===== src/rtl/isp_ae_dgain_ctrl.sv =====
// isp_ae_dgain_ctrl: closed-loop AE controller stepping the digital-gain table index from frame mean brightness.
// Optional ISP_AE_FAST_STEP_EN: step by 4 when the mean is far outside the target window.
module isp_ae_dgain_ctrl #(
  parameter int BITS = 8,
  parameter int WIDTH = 1280,
  parameter int HEIGHT = 960,
  parameter int DGAIN_ARRAY_SIZE = 100,
  parameter int DGAIN_ARRAY_BITS = $clog2(DGAIN_ARRAY_SIZE),
  parameter int CNT_BITS = $clog2(WIDTH*HEIGHT+1),
  parameter int SUM_BITS = BITS+CNT_BITS
) (
  input  logic                        pclk,
  input  logic                        rst_n,
  input  logic                        enable,
  input  logic [DGAIN_ARRAY_BITS-1:0] init_index,
  input  logic [BITS-1:0]             target_lo,
  input  logic [BITS-1:0]             target_hi,
  input  logic [3:0]                  skip_frames,
  input  logic                        in_href,
  input  logic                        in_vsync,
  input  logic [BITS-1:0]             in_raw,
  output logic [DGAIN_ARRAY_BITS-1:0] ae_index,
  output logic                        index_valid,
  output logic                        converged,
  output logic                        busy
);
  typedef enum logic [1:0] {IDLE, MUL, DECIDE} state_t;
  localparam logic [DGAIN_ARRAY_BITS-1:0] MAX_IDX = DGAIN_ARRAY_BITS'(DGAIN_ARRAY_SIZE-1);
  localparam int BC = $clog2(BITS+1);
  state_t state_q;
  logic vsync_q, frame_edge, start, valid_q, conv_q;
  logic [SUM_BITS-1:0] sum_q, sum_d, s_q, lo_q, hi_q, mcand_q;
  logic [SUM_BITS:0] sum_add;
  logic [CNT_BITS-1:0] cnt_q, cnt_d;
  logic [CNT_BITS:0] cnt_add;
  logic [3:0] skip_q, skip_d;
  logic [BITS-1:0] tlo_q, thi_q;
  logic [BC-1:0] bit_q;
  logic [DGAIN_ARRAY_BITS-1:0] idx_q, init_clamp, up_idx, dn_idx;
  logic [DGAIN_ARRAY_BITS:0] up_sum;
  logic [2:0] step_up, step_dn;
  assign frame_edge = in_vsync & ~vsync_q;
  assign init_clamp = (init_index > MAX_IDX) ? MAX_IDX : init_index;
  assign start = frame_edge && enable && state_q == IDLE && cnt_q != '0 && skip_q == skip_frames;
`ifdef ISP_AE_FAST_STEP_EN
  assign step_up = (s_q < (lo_q >> 1)) ? 3'd4 : 3'd1;
  assign step_dn = ({1'b0, s_q} > ({1'b0, hi_q} + {2'b0, hi_q[SUM_BITS-1:1]})) ? 3'd4 : 3'd1;
`else
  assign step_up = 3'd1;
  assign step_dn = 3'd1;
`endif
  always_comb begin
    sum_add = {1'b0, sum_q} + (SUM_BITS+1)'(in_raw);
    cnt_add = {1'b0, cnt_q} + (CNT_BITS+1)'(1);
    sum_d = frame_edge ? (in_href ? SUM_BITS'(in_raw) : '0) :
            !in_href ? sum_q : sum_add[SUM_BITS] ? '1 : sum_add[SUM_BITS-1:0];
    cnt_d = frame_edge ? CNT_BITS'(in_href) :
            !in_href ? cnt_q : cnt_add[CNT_BITS] ? '1 : cnt_add[CNT_BITS-1:0];
    // a frame that matches but cannot start still restarts the skip period
    skip_d = !frame_edge ? skip_q : (start || skip_q >= skip_frames) ? 4'd0 : skip_q + 4'd1;
    up_sum = {1'b0, idx_q} + (DGAIN_ARRAY_BITS+1)'(step_up);
    up_idx = (up_sum >= {1'b0, MAX_IDX}) ? MAX_IDX : up_sum[DGAIN_ARRAY_BITS-1:0];
    dn_idx = (idx_q < DGAIN_ARRAY_BITS'(step_dn)) ? '0 : idx_q - DGAIN_ARRAY_BITS'(step_dn);
  end
  always_ff @(posedge pclk) begin
    if (!rst_n) begin
      vsync_q <= 1'b0;
      sum_q <= '0;
      cnt_q <= '0;
      s_q <= '0;
      skip_q <= '0;
    end else begin
      vsync_q <= in_vsync;
      sum_q <= sum_d;
      cnt_q <= cnt_d;
      skip_q <= skip_d;
      if (frame_edge) s_q <= sum_q;
    end
  end
  always_ff @(posedge pclk) begin
    if (!rst_n) begin
      state_q <= IDLE;
      idx_q <= init_clamp;
      valid_q <= 1'b0;
      conv_q <= 1'b0;
      lo_q <= '0;
      hi_q <= '0;
      mcand_q <= '0;
      tlo_q <= '0;
      thi_q <= '0;
      bit_q <= '0;
    end else begin
      valid_q <= 1'b0;
      if (!enable) begin
        state_q <= IDLE;
        idx_q <= init_clamp;
        conv_q <= 1'b0;
      end else if (state_q == MUL) begin
        if (frame_edge) state_q <= IDLE;
        else begin
          // one multiplier bit per cycle for both window bounds
          lo_q <= tlo_q[0] ? lo_q + mcand_q : lo_q;
          hi_q <= thi_q[0] ? hi_q + mcand_q : hi_q;
          mcand_q <= mcand_q << 1;
          tlo_q <= tlo_q >> 1;
          thi_q <= thi_q >> 1;
          bit_q <= bit_q + 1'b1;
          if (bit_q == BC'(BITS-1)) state_q <= DECIDE;
        end
      end else if (state_q == DECIDE) begin
        state_q <= IDLE;
        valid_q <= 1'b1;
        if (s_q < lo_q) begin
          idx_q <= up_idx;
          conv_q <= 1'b0;
        end else if (s_q > hi_q) begin
          idx_q <= dn_idx;
          conv_q <= 1'b0;
        end else conv_q <= 1'b1;
      end else if (start) begin
        state_q <= MUL;
        lo_q <= '0;
        hi_q <= '0;
        mcand_q <= SUM_BITS'(cnt_q);
        tlo_q <= target_lo;
        thi_q <= target_hi;
        bit_q <= '0;
      end
    end
  end
  assign ae_index = idx_q;
  assign index_valid = valid_q;
  assign converged = conv_q;
  assign busy = state_q != IDLE;
endmodule


===== config.mk =====
export PLATFORM = sky130hd
export DESIGN_NAME = isp_ae_dgain_ctrl
export DESIGN_NICKNAME = d
export VERILOG_FILES = /design/src/rtl/isp_ae_dgain_ctrl.sv
export SDC_FILE = /design/constraint.sdc
export NUM_CORES = 1
export LEC_CHECK = 0
export CAP_MARGIN = 0
export CORE_MARGIN = 4
export CORE_UTILIZATION = 50
export CTS_CLUSTER_DIAMETER = 60
export DETAILED_ROUTE_END_ITERATION = 6
export PLACE_DENSITY_LB_ADDON = 0.15
export SYNTH_ARGS = -nofsm -noshare
export SYNTH_HDL_FRONTEND = slang
export SYNTH_SLANG_ARGS = --single-unit

===== constraint.sdc =====
create_clock -name pclk -period 5.9 [get_ports pclk]
set_input_delay 1.18 -clock pclk [delete_from_list [all_inputs] [get_ports pclk]]
set_output_delay 1.18 -clock pclk [all_outputs]
set_load 0.05 [all_outputs]

==> results.md, run 1 <==
- In the routed layout, each cell is associated on average with a via count of 5.774.
- The number of setup buffers added after CTS is 0.
- The wire length of the first global-routing pass is 59740 µm.
- For the pin with the worst max-slew slack, the measured transition is 1.128 ns.
- The number of gates resized after CTS is 0.
- The startpoint of the tightest hold check path is tlo_q[7].
- The count of final setup violators is 0.
- The repair_antennas step left the layout with diodes totalling 0.
- The tool flagged a number of max-cap violations equal to 0.
- The synthesis-to-layout area growth is 12.25%.
- The die is 175.4 µm tall.
- The count of vias placed by the detailed router is 12270.
- The remaining global-route overflow is 0.
- The sink count of the clock tree is 202.
- The peak supply drop is 0.2087 mV.
- The die covers 30770 µm².
- After synthesis, the mean cell area works out to 8.181 µm².
- The worst min-delay path category is reg -> reg.
- STA puts the critical path data arrival time at 4.15 ns.
- Measured on the finished design, the core utilization comes to 56.78%.
- The critical path required time is 6.34 ns.
- The clock reaches the later pin of the worst-skew pair after 0.55 ns.
- In the synthesized netlist the async set-or-reset flop fraction comes to 0%.
- The final layout net count is 1903.
- The initial detailed-routing violation count is 828.
- The floorplan step set the die width to 175.4 µm.
- The HPWL after detailed placement is 26760 µm.
- When the netlist entered floorplanning its net count stood at 1891.
- The final period demand of the worst path is 3.709 ns.
- 50 I/O pins were placed.
- Measured in cells, the most critical reg-to-reg path has a length of 10.
- The area of the mapped netlist is 14010 µm².
- Headroom to the max-slew limit came out at 24.32%.
- The flow ran to the end, and the final reports show no timing, DRC or antenna violations.
- After synthesis, the largest area contributor takes up 27.86% of total cell area.
- Sorting the synthesized cells by area gives the leading types as sky130_fd_sc_hd__dfxtp_1, sky130_fd_sc_hd__ha_1, sky130_fd_sc_hd__nand2_1.
- The library cell with the highest instance count after synthesis is sky130_fd_sc_hd__nand2_1.
- Counting the buffers created by CTS gives 28.
- The setup TNS is 0 ns.
- The register bit count reported by yosys is 202.
- The leakage power of the design is 0.006648 µW.
- Wires add up to 35830 µm.
- The count of synthesis-stage warnings from yosys is 0.
- In this run the worst path has a maximum fanout of 33.
- The number of iterations in the first detailed-routing pass is 5.
- The TritonCTS clock tree is done.
- Routability-driven placement finished with a final weighted congestion of 0.8573.
- Hold timing on the final database bottoms out at a slack of 0.4520 ns.
- The critical path is of the in -> reg type.
- The number of buffer cells added on primary ports is 49.
- The number of instances on the worst hold path is 2.
- After layout, the worst path uses 62.86% of the clock period.
- After detailed routing, the number of remaining DRC violations is 0.
- The number of standard cells after synthesis is 1713.
- The worst setup slack for register-to-register paths is 2.70 ns.
- The number of library cell types mapped by synthesis is 96.
- For this configuration, the core starts out at a cell density of 50.58%.
- In this run, post-CTS hold repair placed 0 buffers.
- The number of cells in the design after placement is 2073.
- In this run, synthesis inferred 7 flip-flops with an integrated enable.
- The critical path endpoint category is a flop.
- The total area inside the core boundary comes to 27710 µm².
- The clock skew after layout is 0.02012 ns.
- Setup repair after global routing left no endpoint under its margin.
- The placement-stage cell area is 14730 µm².
- Ranked by instance count, the synthesized netlist is headed by sky130_fd_sc_hd__nand2_1, sky130_fd_sc_hd__dfxtp_1, sky130_fd_sc_hd__ha_1.
- The number of levels in the clock H-tree is 1.
- The post-route netlist has 6.754% of its cells at a drive strength greater than 1.
- In the synthesized netlist the dominant register cell turns out to be sky130_fd_sc_hd__dfxtp_1.
- The wire length per cell after detailed routing is 16.86 µm.
- Entering global routing, the biggest net connects 89 pins.
- The worst register-to-register path begins at lo_q[8].
- The buffer levels on the longest clock path is 3.
- In this run the core area contains 61 standard-cell rows.
- The worst setup path is launched from a primary input.
- The power density over the cells is 223.1 nW/µm².
- Derived from the worst setup path, the maximum achievable clock frequency is 269.6 MHz.
- After clock tree synthesis, the clock-pin slew on the worst setup and hold paths is 0.06 ns.
- After synthesis, flip-flops and latches occupy 29.36% of the total area.
- The number of pins exceeding their max-slew limit in the final report is 0.
- Leaving out filler cells and counting taps, the final layout contains 2125.
- The via count of the first global-routing pass is 11640.
- For hold timing, the worst endpoint is tlo_q[7].
- In this run the clock root is driven by a sky130_fd_sc_hd__clkbuf_16.
- The largest total area in the synthesized netlist belongs to sky130_fd_sc_hd__dfxtp_1.
- Global routing used 23.09% of the available tracks.
- The post-route antenna net violation count is 0.
- After routing the design area is 15730 µm².
- The number of antenna violations at the first check in global routing is 0.
- In this run the critical register-to-register path is captured at ae_index[1].
- The final count of hold timing violations came to 0.
-- final cells by class --
cell class | count | area [µm²]
clock inverters | 16 | 203.9
inverters | 114 | 427.9
well taps | 378 | 473.0
multi-input cells | 1319 | 9149
flip-flops and latches | 202 | 4114
clock buffers | 36 | 792.0
repair buffers | 60 | 570.5
fillers | 2578 | 11980
-- how the worst max path moves through the flow --
stage / depth (start not counted) / to / from / slack (ns)
after global routing: 11 / bit_q[1] / skip_frames[2] / 1.89
after CTS: 11 / bit_q[1] / skip_frames[2] / 2.18
after global placement: 11 / bit_q[1] / skip_frames[3] / 1.61
final: 11 / mcand_q[11] / skip_frames[3] / 2.19
after floorplan: 11 / sum_q[28] / in_raw[0] / 2.62
after detailed placement: 11 / bit_q[1] / skip_frames[2] / 1.61
-- power breakdown --
| group | switching [µW] | internal [µW] |
|---|---|---|
| clock network | 692 | 1100 |
| logic | 171 | 127 |
| registers | 31.0 | 1390 |
| total | 894 | 2620 |
-- through the flow --
| stage | total power, µW | setup WS (ns) |
|---|---|---|
| final | 3510 | 2.191 |
| after global routing | 3644 | 1.886 |
| after CTS | 3541 | 2.178 |
| after detailed placement | 1752 | 1.606 |
| after global placement | 1749 | 1.606 |
| after floorplan | 1657 | 2.623 |
-- worst max-delay path, cell delays in order --
cell                              delay, ns
sky130_fd_sc_hd__clkdlybuf4s50_1       0.45
sky130_fd_sc_hd__inv_1                 0.04
sky130_fd_sc_hd__ha_1                  0.29
sky130_fd_sc_hd__nand3_1               0.13
sky130_fd_sc_hd__nor4_2                0.29
sky130_fd_sc_hd__o211ai_1              0.14
sky130_fd_sc_hd__a21bo_1               0.33
sky130_fd_sc_hd__nor2_4                0.62
sky130_fd_sc_hd__buf_4                 0.37
sky130_fd_sc_hd__o211ai_1              0.12
sky130_fd_sc_hd__o211a_1               0.16
-- kinds of logic after synthesis --
kind of cell / after synthesis / share of synthesized area, %
and+or+nand+nor: 589 / 20.46
AOI/OAI and AO/OA: 489 / 24.97
DFF: 202 / 29.36
buffers and inverters: 192 / 5.536
adders and majority gates: 138 / 12.48
xor gates and xnor gates: 60 / 3.750
muxes: 43 / 3.446
-- placed cells by master (no fill, tap or decap), types with 30 or more instances in the layout --
cell | Yosys | final
sky130_fd_sc_hd__a21boi_0 | 44 | 44
sky130_fd_sc_hd__a21o_1 | 41 | 41
sky130_fd_sc_hd__a21oi_1 | 75 | 75
sky130_fd_sc_hd__clkdlybuf4s50_1 | 0 | 48
sky130_fd_sc_hd__dfxtp_1 | 195 | 195
sky130_fd_sc_hd__ha_1 | 135 | 134
sky130_fd_sc_hd__inv_1 | 114 | 114
sky130_fd_sc_hd__mux2i_1 | 37 | 37
sky130_fd_sc_hd__nand2_1 | 216 | 215
sky130_fd_sc_hd__nand3_1 | 73 | 73
sky130_fd_sc_hd__nand4_1 | 30 | 30
sky130_fd_sc_hd__nor2_1 | 91 | 91
sky130_fd_sc_hd__nor3_1 | 43 | 43
sky130_fd_sc_hd__o211a_1 | 40 | 40
sky130_fd_sc_hd__o21ai_0 | 72 | 72
sky130_fd_sc_hd__xnor2_1 | 32 | 32
-- flip-flops by register name, summed over array words and instances (netlist names), 2 cells and up --
register,count
state_q,2
sum_q,29
ae_index,7
thi_q,8
hi_q,29
s_q,29
tlo_q,8
mcand_q,29
cnt_q,21
skip_q,4
lo_q,29
bit_q,4
-- per-layer routing --
metal  global-route usage [%]  vias to the layer above  routed length (µm)
met5                        0                        -                   0
met3                    3.336                       55                1544
met4                    6.368                        0                1056
met1                    31.30                     5745               16590
met2                    38.67                      234               16630
li1                         -                     6235                   -
Note: power is estimated with default switching activity, not from simulation.
==> inputs of run 2 (changes only) <==
==> constraint.sdc (replaced) <==
create_clock -name pclk -period 3.3 [get_ports pclk]
set_input_delay 0.66 -clock pclk [delete_from_list [all_inputs] [get_ports pclk]]
set_output_delay 0.66 -clock pclk [all_outputs]
set_load 0.05 [all_outputs]
==> results.md, run 2 (synthesis gave the netlist of run 1 again) <==
- The library cell used as clock root buffer is sky130_fd_sc_hd__clkbuf_16 (unchanged).
- Subtracting the final worst setup slack from the clock period gives 3.113 ns.
- The latest clock arrival within the worst-skew pair is 0.55 ns (about the same).
- The critical path endpoint category is a flop (unchanged).
- The number of gates resized after CTS is 0 (unchanged).
- The sink count of the clock tree was 202 (unchanged).
- The number of pins exceeding their max-slew limit in the final report is 0 (unchanged).
- The count of vias placed by the detailed router is 12480 (was 12270).
- The chip height is 175.4 µm (unchanged).
- The signal arrival time at the worst endpoint is 3.40 ns (was 4.15 ns).
- The end of the worst register-to-register path is ae_index[3] (was ae_index[1]).
- The die area is 30770 µm² (unchanged).
- The buffer levels on the longest clock path is 3 (unchanged).
- The total wire length after detailed routing is 36410 µm (was 35830 µm).
- The actual slew at the worst max-slew pin is 0.7325 ns (was 1.128 ns).
- The proportion of layout cells with a drive suffix above 1 is 8.847% (was 6.754%).
- The number of buffers added by the clock tree synthesis step is 28 (unchanged).
- The worst setup path category is reg -> reg (was in -> reg).
- Result of the run: finished clean (unchanged).
- The final count of hold timing violations was 0 (unchanged).
- The count of final setup violators came to 0 (unchanged).
- The number of setup buffers added after CTS is 0 (unchanged).
- The clock network fraction of total power is 49.3% (was 50.9%).
- The max-capacitance violation count is 0 (unchanged).
- The startpoint kind of the worst setup timing path is a flop (was primary input).
- The synthesis-to-layout area growth is 14.36% (was 12.25%).
- The normalized max-slew margin came to 51.17% (was 24.32%).
- The final layout net count is 1943 (was 1903).
- The number of antenna violations at the first check in global routing is 0 (unchanged).
- The worst-case setup slack after placement is -0.1671 ns (was 1.606 ns).
- The maximum fanout encountered on the critical timing path was 5 (was 33).
- The TritonCTS clock tree is done (unchanged).
- The worst setup slack for register-to-register paths is 0.19 ns (was 2.70 ns).
- The final-layout fill cell count was 2612 (was 2578).
- The largest net degree at the start of global routing is 55 (was 89).
- The global-route usage over all layers is 23.68% (was 23.09%).
- The number of I/O pins is 50 (unchanged).
- The remaining global-route overflow was 0 (unchanged).
- The number of buffer cells added on primary ports is 49 (unchanged).
- The hold buffer count at CTS was 0 (unchanged).
- The wire length of the first global-routing pass was 61130 µm (was 59740 µm).
- The placer's final routability congestion estimate was 0.8918 (was 0.8573).
- The number of placement rows is 61 (unchanged).
- The clock-pin slew reported for the worst setup and hold paths after clock tree synthesis came to 0.06 ns (about the same).
- The overall die width is 175.4 µm (unchanged).
- The internal portion of total power came to 4544 µW (was 2616 µW).
- The most frequent standard cell in the layout excluding fill and tap cells was sky130_fd_sc_hd__nand2_1 (unchanged).
- The final worst hold slack was 0.4549 ns (was 0.4520 ns).
- The number of antenna diodes came to 0 (unchanged).
- Derived from the worst setup path, the maximum achievable clock frequency is 321.3 MHz.
- Most frequent cells in the layout: sky130_fd_sc_hd__nand2_1, sky130_fd_sc_hd__dfxtp_1, sky130_fd_sc_hd__ha_1 (unchanged).
- The critical path required time is 3.59 ns (was 6.34 ns).
- The initial detailed-routing violation count was 746 (was 828).
- The combinational group share of total power is 9.2% (was 8.5%).
- The part of the cycle the worst path needs is 94.33%.
- The capture point of the worst path is ae_index[3] (was mcand_q[11]).
- The initial core utilization is 50.58% (unchanged).
- The number of iterations in the first detailed-routing pass was 5 (unchanged).
- The cell count of the worst reg-to-reg path is 10 (unchanged).
- The wire length per cell after detailed routing is 16.83 µm (was 16.86 µm).
- The number of design rule violations left after detail routing is 0 (unchanged).
- The half-perimeter wire length after placement is 27630 µm (was 26760 µm).
- The clock skew after layout came to 0.02291 ns (was 0.02012 ns).
- The startpoint of the worst setup timing path was lo_q[14] (was skip_frames[3]).
- Setup repair after global routing missed its margin: no (unchanged).
- The launching point of the worst reg2reg path is lo_q[14] (was lo_q[8]).
- The number of instances on the worst hold path is 2 (unchanged).
- The number of levels in the clock H-tree is 1 (unchanged).
- The via count of the first global-routing pass is 12060 (was 11640).
- The area of the placeable core was 27710 µm² (unchanged).
- The power density over the cells was 382.9 nW/µm² (was 223.1 nW/µm²).
- The switching share of total power is 25.94% (was 25.47%).
- The final setup slack of the worst path was 0.1872 ns (was 2.191 ns).
- The average vias per placed instance came to 5.768 (was 5.774).
- The total net switching power is 1592 µW (was 893.8 µW).
- The worst min-delay path category is reg -> reg (unchanged).
- The peak supply drop is 0.3367 mV (was 0.2087 mV).
- The proportion of power drawn by flip-flops and latches is 41.5% (was 40.6%).
- The leakage power of the design is 0.006830 µW (was 0.006648 µW).
- The post-route antenna net violation count was 0 (unchanged).
[run 2: worst min-delay path by stage]
stage	from	endpoint
after floorplan	thi_q[7]	thi_q[7]
after global placement	tlo_q[7]	tlo_q[7]
after detailed placement	thi_q[7]	thi_q[7]
after CTS	thi_q[7]	thi_q[7]
after global routing	thi_q[7]	thi_q[7]
final	thi_q[7]	thi_q[7]
[run 2: power groups by stage]
stage,Sequential [µW],Combinational [µW],Clock (µW)
floorplan,2620,345,0
global placement,2600,553,0
detailed placement,2600,558,0
CTS,2550,561,3090
global route,2550,624,3190
finish,2550,562,3030
[run 2: layout make-up]
class | instances | area [µm²] | area share (%)
clock buffer | 35 | 798.3 | 4.981
clock inverter | 16 | 145.1 | 0.9057
inverter | 114 | 427.9 | 2.670
multi-input combinational | 1319 | 9146 | 57.07
sequential | 202 | 4114 | 25.67
tap | 378 | 473.0 | 2.951
timing repair buffer | 100 | 920.9 | 5.746
[run 2: per-stage QoR]
stage	setup TNS, ns	total power, µW	area (µm²)	utilization [%]	instances
floorplan	0	2963	14010	-	1713
global placement	-0.4741	3151	15080	54.44	2113
detailed placement	-1.097	3158	15080	54.44	2113
CTS	0	6201	16030	57.84	2164
global route	0	6372	16030	57.84	2164
finish	0	6136	16030	57.84	2164
[run 2: critical path: stages, from the launching register on]
cell and delay, ns:
sky130_fd_sc_hd__dfxtp_1 0.38, sky130_fd_sc_hd__inv_1 0.07, sky130_fd_sc_hd__ha_1 0.29, sky130_fd_sc_hd__a211oi_1 0.21, sky130_fd_sc_hd__nor2_1 0.07, sky130_fd_sc_hd__o21ai_0 0.15, sky130_fd_sc_hd__a21oi_1 0.11, sky130_fd_sc_hd__nand4bb_1 0.35
sky130_fd_sc_hd__a21oi_2 0.44, sky130_fd_sc_hd__mux4_2 0.56, sky130_fd_sc_hd__a31o_2 0.23
[run 2: per-layer routing]
metal	wire (µm)	vias to the layer above	GRT usage (%)
met5	0	-	0
met4	1116	0	6.400
met3	1445	65	3.164
met2	16620	234	40.04
met1	17230	5876	31.99
li1	-	6308	-
==> inputs of run 3 (changes only) <==
--- a/config.mk
+++ b/config.mk
@@ -5,12 +5,11 @@
 export SDC_FILE = /design/constraint.sdc
 export NUM_CORES = 1
 export LEC_CHECK = 0
-export CAP_MARGIN = 0
 export CORE_MARGIN = 4
 export CORE_UTILIZATION = 50
 export CTS_CLUSTER_DIAMETER = 60
 export DETAILED_ROUTE_END_ITERATION = 6
-export PLACE_DENSITY_LB_ADDON = 0.15
+export PLACE_DENSITY = 0.7
 export SYNTH_ARGS = -nofsm -noshare
 export SYNTH_HDL_FRONTEND = slang
 export SYNTH_SLANG_ARGS = --single-unit
==> results.md, run 3 (synthesis gave the netlist of run 1 again) <==
- Result of the run: finished clean (unchanged).
- The hold buffer count at CTS was 0 (unchanged).
- Sequence of cells on the critical path: inv_1 -> ha_1 -> a21o_1 -> a2bb2oi_1 -> a21oi_1 -> o211ai_1 -> nand4bb_1 -> a21oi_2 -> mux4_2 -> a31o_2 (was inv_1 -> ha_1 -> a211oi_1 -> nor2_1 -> o21ai_0 -> a21oi_1 -> nand4bb_1 -> a21oi_2 -> mux4_2 -> a31o_2).
- The via count of the first global-routing pass is 11730 (was 12060).
- The final period demand of the worst path is 3.101 ns (was 3.113 ns).
- The wire length per cell after detailed routing is 16.63 µm (was 16.83 µm).
- The normalized max-slew margin was 31.63% (was 51.17%).
- The number of buffer cells added on primary ports was 49 (unchanged).
- The worst setup path category is reg -> reg (unchanged).
- The final non-filler cell total is 2161 (was 2164).
- The die area is 30770 µm² (unchanged).
- The number of buffers added by the clock tree synthesis step came to 26 (was 28).
- The count of vias placed by the detailed router is 12460 (was 12480).
- The signal arrival time at the worst endpoint came to 3.40 ns (about the same).
- The number of gates resized after CTS is 0 (unchanged).
- The power after layout is 5841 µW (was 6136 µW).
- The actual slew at the worst max-slew pin came to 1.026 ns (was 0.7325 ns).
- The remaining global-route overflow is 0 (unchanged).
- The initial detailed-routing violation count is 884 (was 746).
- The number of antenna violations at the first check in global routing is 1 (was 0).
- The part of the cycle the worst path needs is 93.98% (was 94.33%).
- The post-route antenna net violation count is 0 (unchanged).
- The critical path required time is 3.59 ns (about the same).
- The number of I/O pins is 50 (unchanged).
- The half-perimeter wire length after placement was 27060 µm (was 27630 µm).
- The final layout net count is 1943 (unchanged).
- The average vias per placed instance is 5.764 (was 5.768).
- Setup repair after global routing missed its margin: no (unchanged).
- The chip height came to 175.4 µm (unchanged).
- The placer's final routability congestion estimate is 0.9140 (was 0.8918).
- The clock skew after layout came to 0.01150 ns (was 0.02291 ns).
- The buffer levels on the longest clock path is 3 (unchanged).
- The instance count on the critical path was 10 (unchanged).
- The number of iterations in the first detailed-routing pass is 7 (was 5).
- The number of instances on the worst hold path is 2 (unchanged).
- The number of pins exceeding their max-slew limit in the final report is 0 (unchanged).
- The initial core utilization was 50.58% (unchanged).
- The critical path endpoint category is a flop (unchanged).
- The maximum fanout encountered on the critical timing path came to 5 (unchanged).
- The most frequent standard cell in the layout excluding fill and tap cells is sky130_fd_sc_hd__nand2_1 (unchanged).
- The cell count of the worst reg-to-reg path is 10 (unchanged).
- The worst min-delay path category is reg -> reg (unchanged).
- The buffers plus inverters on the worst setup path was 1 (unchanged).
- The clock-pin slew reported for the worst setup and hold paths after clock tree synthesis is 0.06 ns (about the same).
- The latest clock arrival within the worst-skew pair is 0.54 ns (was 0.55 ns).
- The delay of the slowest cell on the worst path is 0.55 ns (was 0.56 ns).
- The total wire length after detailed routing is 35930 µm (was 36410 µm).
- The global-route usage over all layers is 22.72% (was 23.68%).
- The overall die width is 175.4 µm (unchanged).
- The number of design rule violations left after detail routing came to 0 (unchanged).
- The number of antenna diodes was 0 (unchanged).
- The count of final setup violators came to 0 (unchanged).
- The peak supply drop is 0.3067 mV (was 0.3367 mV).
- The wire length of the first global-routing pass is 59140 µm (was 61130 µm).
- The power density over the cells is 366.4 nW/µm² (was 382.9 nW/µm²).
- The number of placement rows is 61 (unchanged).
- The startpoint kind of the worst setup timing path is a flop (unchanged).
- The TritonCTS clock tree is done (unchanged).
- The final count of hold timing violations is 0 (unchanged).
- The post-layout utilization of the core is 57.54% (was 57.84%).
- The maximum achievable frequency was 322.4 MHz (was 321.3 MHz).
- The library cell used as clock root buffer was sky130_fd_sc_hd__clkbuf_16 (unchanged).
- The sink count of the clock tree is 202 (unchanged).
- The largest net degree at the start of global routing is 134 (was 55).
- The synthesis-to-layout area growth is 13.76% (was 14.36%).
- The library cell contributing the largest single delay on the critical path is sky130_fd_sc_hd__mux4_2 (unchanged).
- The area of the placeable core is 27710 µm² (unchanged).
- Most frequent cells in the layout: sky130_fd_sc_hd__nand2_1, sky130_fd_sc_hd__dfxtp_1, sky130_fd_sc_hd__ha_1 (unchanged).
- The leakage power of the design is 0.006771 µW (was 0.006830 µW).
- The proportion of layout cells with a drive suffix above 1 is 8.357% (was 8.847%).
- The number of levels in the clock H-tree came to 1 (unchanged).
- The number of cells in the design after placement is 2115 (was 2113).
- The gate family responsible for the most delay along the worst path is compound AO/OA/AOI/OAI gates (unchanged).
- The number of setup buffers added after CTS was 0 (unchanged).
- The max-capacitance violation count is 0 (unchanged).
run 3: cell types whose count changed in the layout (fill, tap and decap cells not counted), sizes merged:
cell,before,now
clkinv,9,5
inv,117,114
buf,52,54
clkbuf,35,36
clkinvlp,3,4
run 3: final cells by class:
| type | instances | area [µm²] |
|---|---|---|
| Inverter | 114 | 427.9 |
| Sequential cell | 202 | 4114 |
| Timing Repair Buffer | 102 | 948.4 |
| Clock inverter | 10 | 113.9 |
| Tap cell | 378 | 473.0 |
| Clock buffer | 36 | 718.2 |
| Fill cell | 2551 | 11760 |
| Multi-Input combinational cell | 1319 | 9146 |
run 3: routing by layer:
metal	up-vias	share of wire, %	track usage (%)
met5	-	0	0
met3	64	3.8	2.540
met2	268	45	36.92
met4	0	2.9	6.498
li1	6286	-	-
met1	5838	49	32.12
run 3: stage by stage:
stage          TNS [ns]  worst slack [ns]  cell area [µm²]  hold slack, ns
3_3_place_gp    -0.1230          -0.04145            15110          0.4407
4_1_cts               0            0.2131            15940          0.4675
5_1_grt               0           0.05443            15940          0.4860
6_report              0            0.1987            15940          0.4702
3_5_place_dp     -2.776           -0.1418            15110          0.4579
2_1_floorplan         0            0.5429            14010          0.4304
run 3: worst min-delay path: cells and delay by family, from the launching register on:
family,cells,cell delay [ns]
simple gates,1,0.06
flops,1,0.32
compound gates,1,0.05
run 3: worst paths after layout:
| path | startpoint | to | slack, ns |
|---|---|---|---|
| worst min-delay path | tlo_q[7] | tlo_q[7] | 0.47 |
| worst min register to register | tlo_q[7] | tlo_q[7] | 0.47 |
| worst max register to register | lo_q[8] | ae_index[2] | 0.20 |
| worst max-delay path | lo_q[8] | ae_index[2] | 0.20 |
run 3: power by group:
group          total (µW)  internal (µW)  switching [µW]
registers            2550           2490            53.7
clock network        2730           1610            1120
logic                 570            249             321
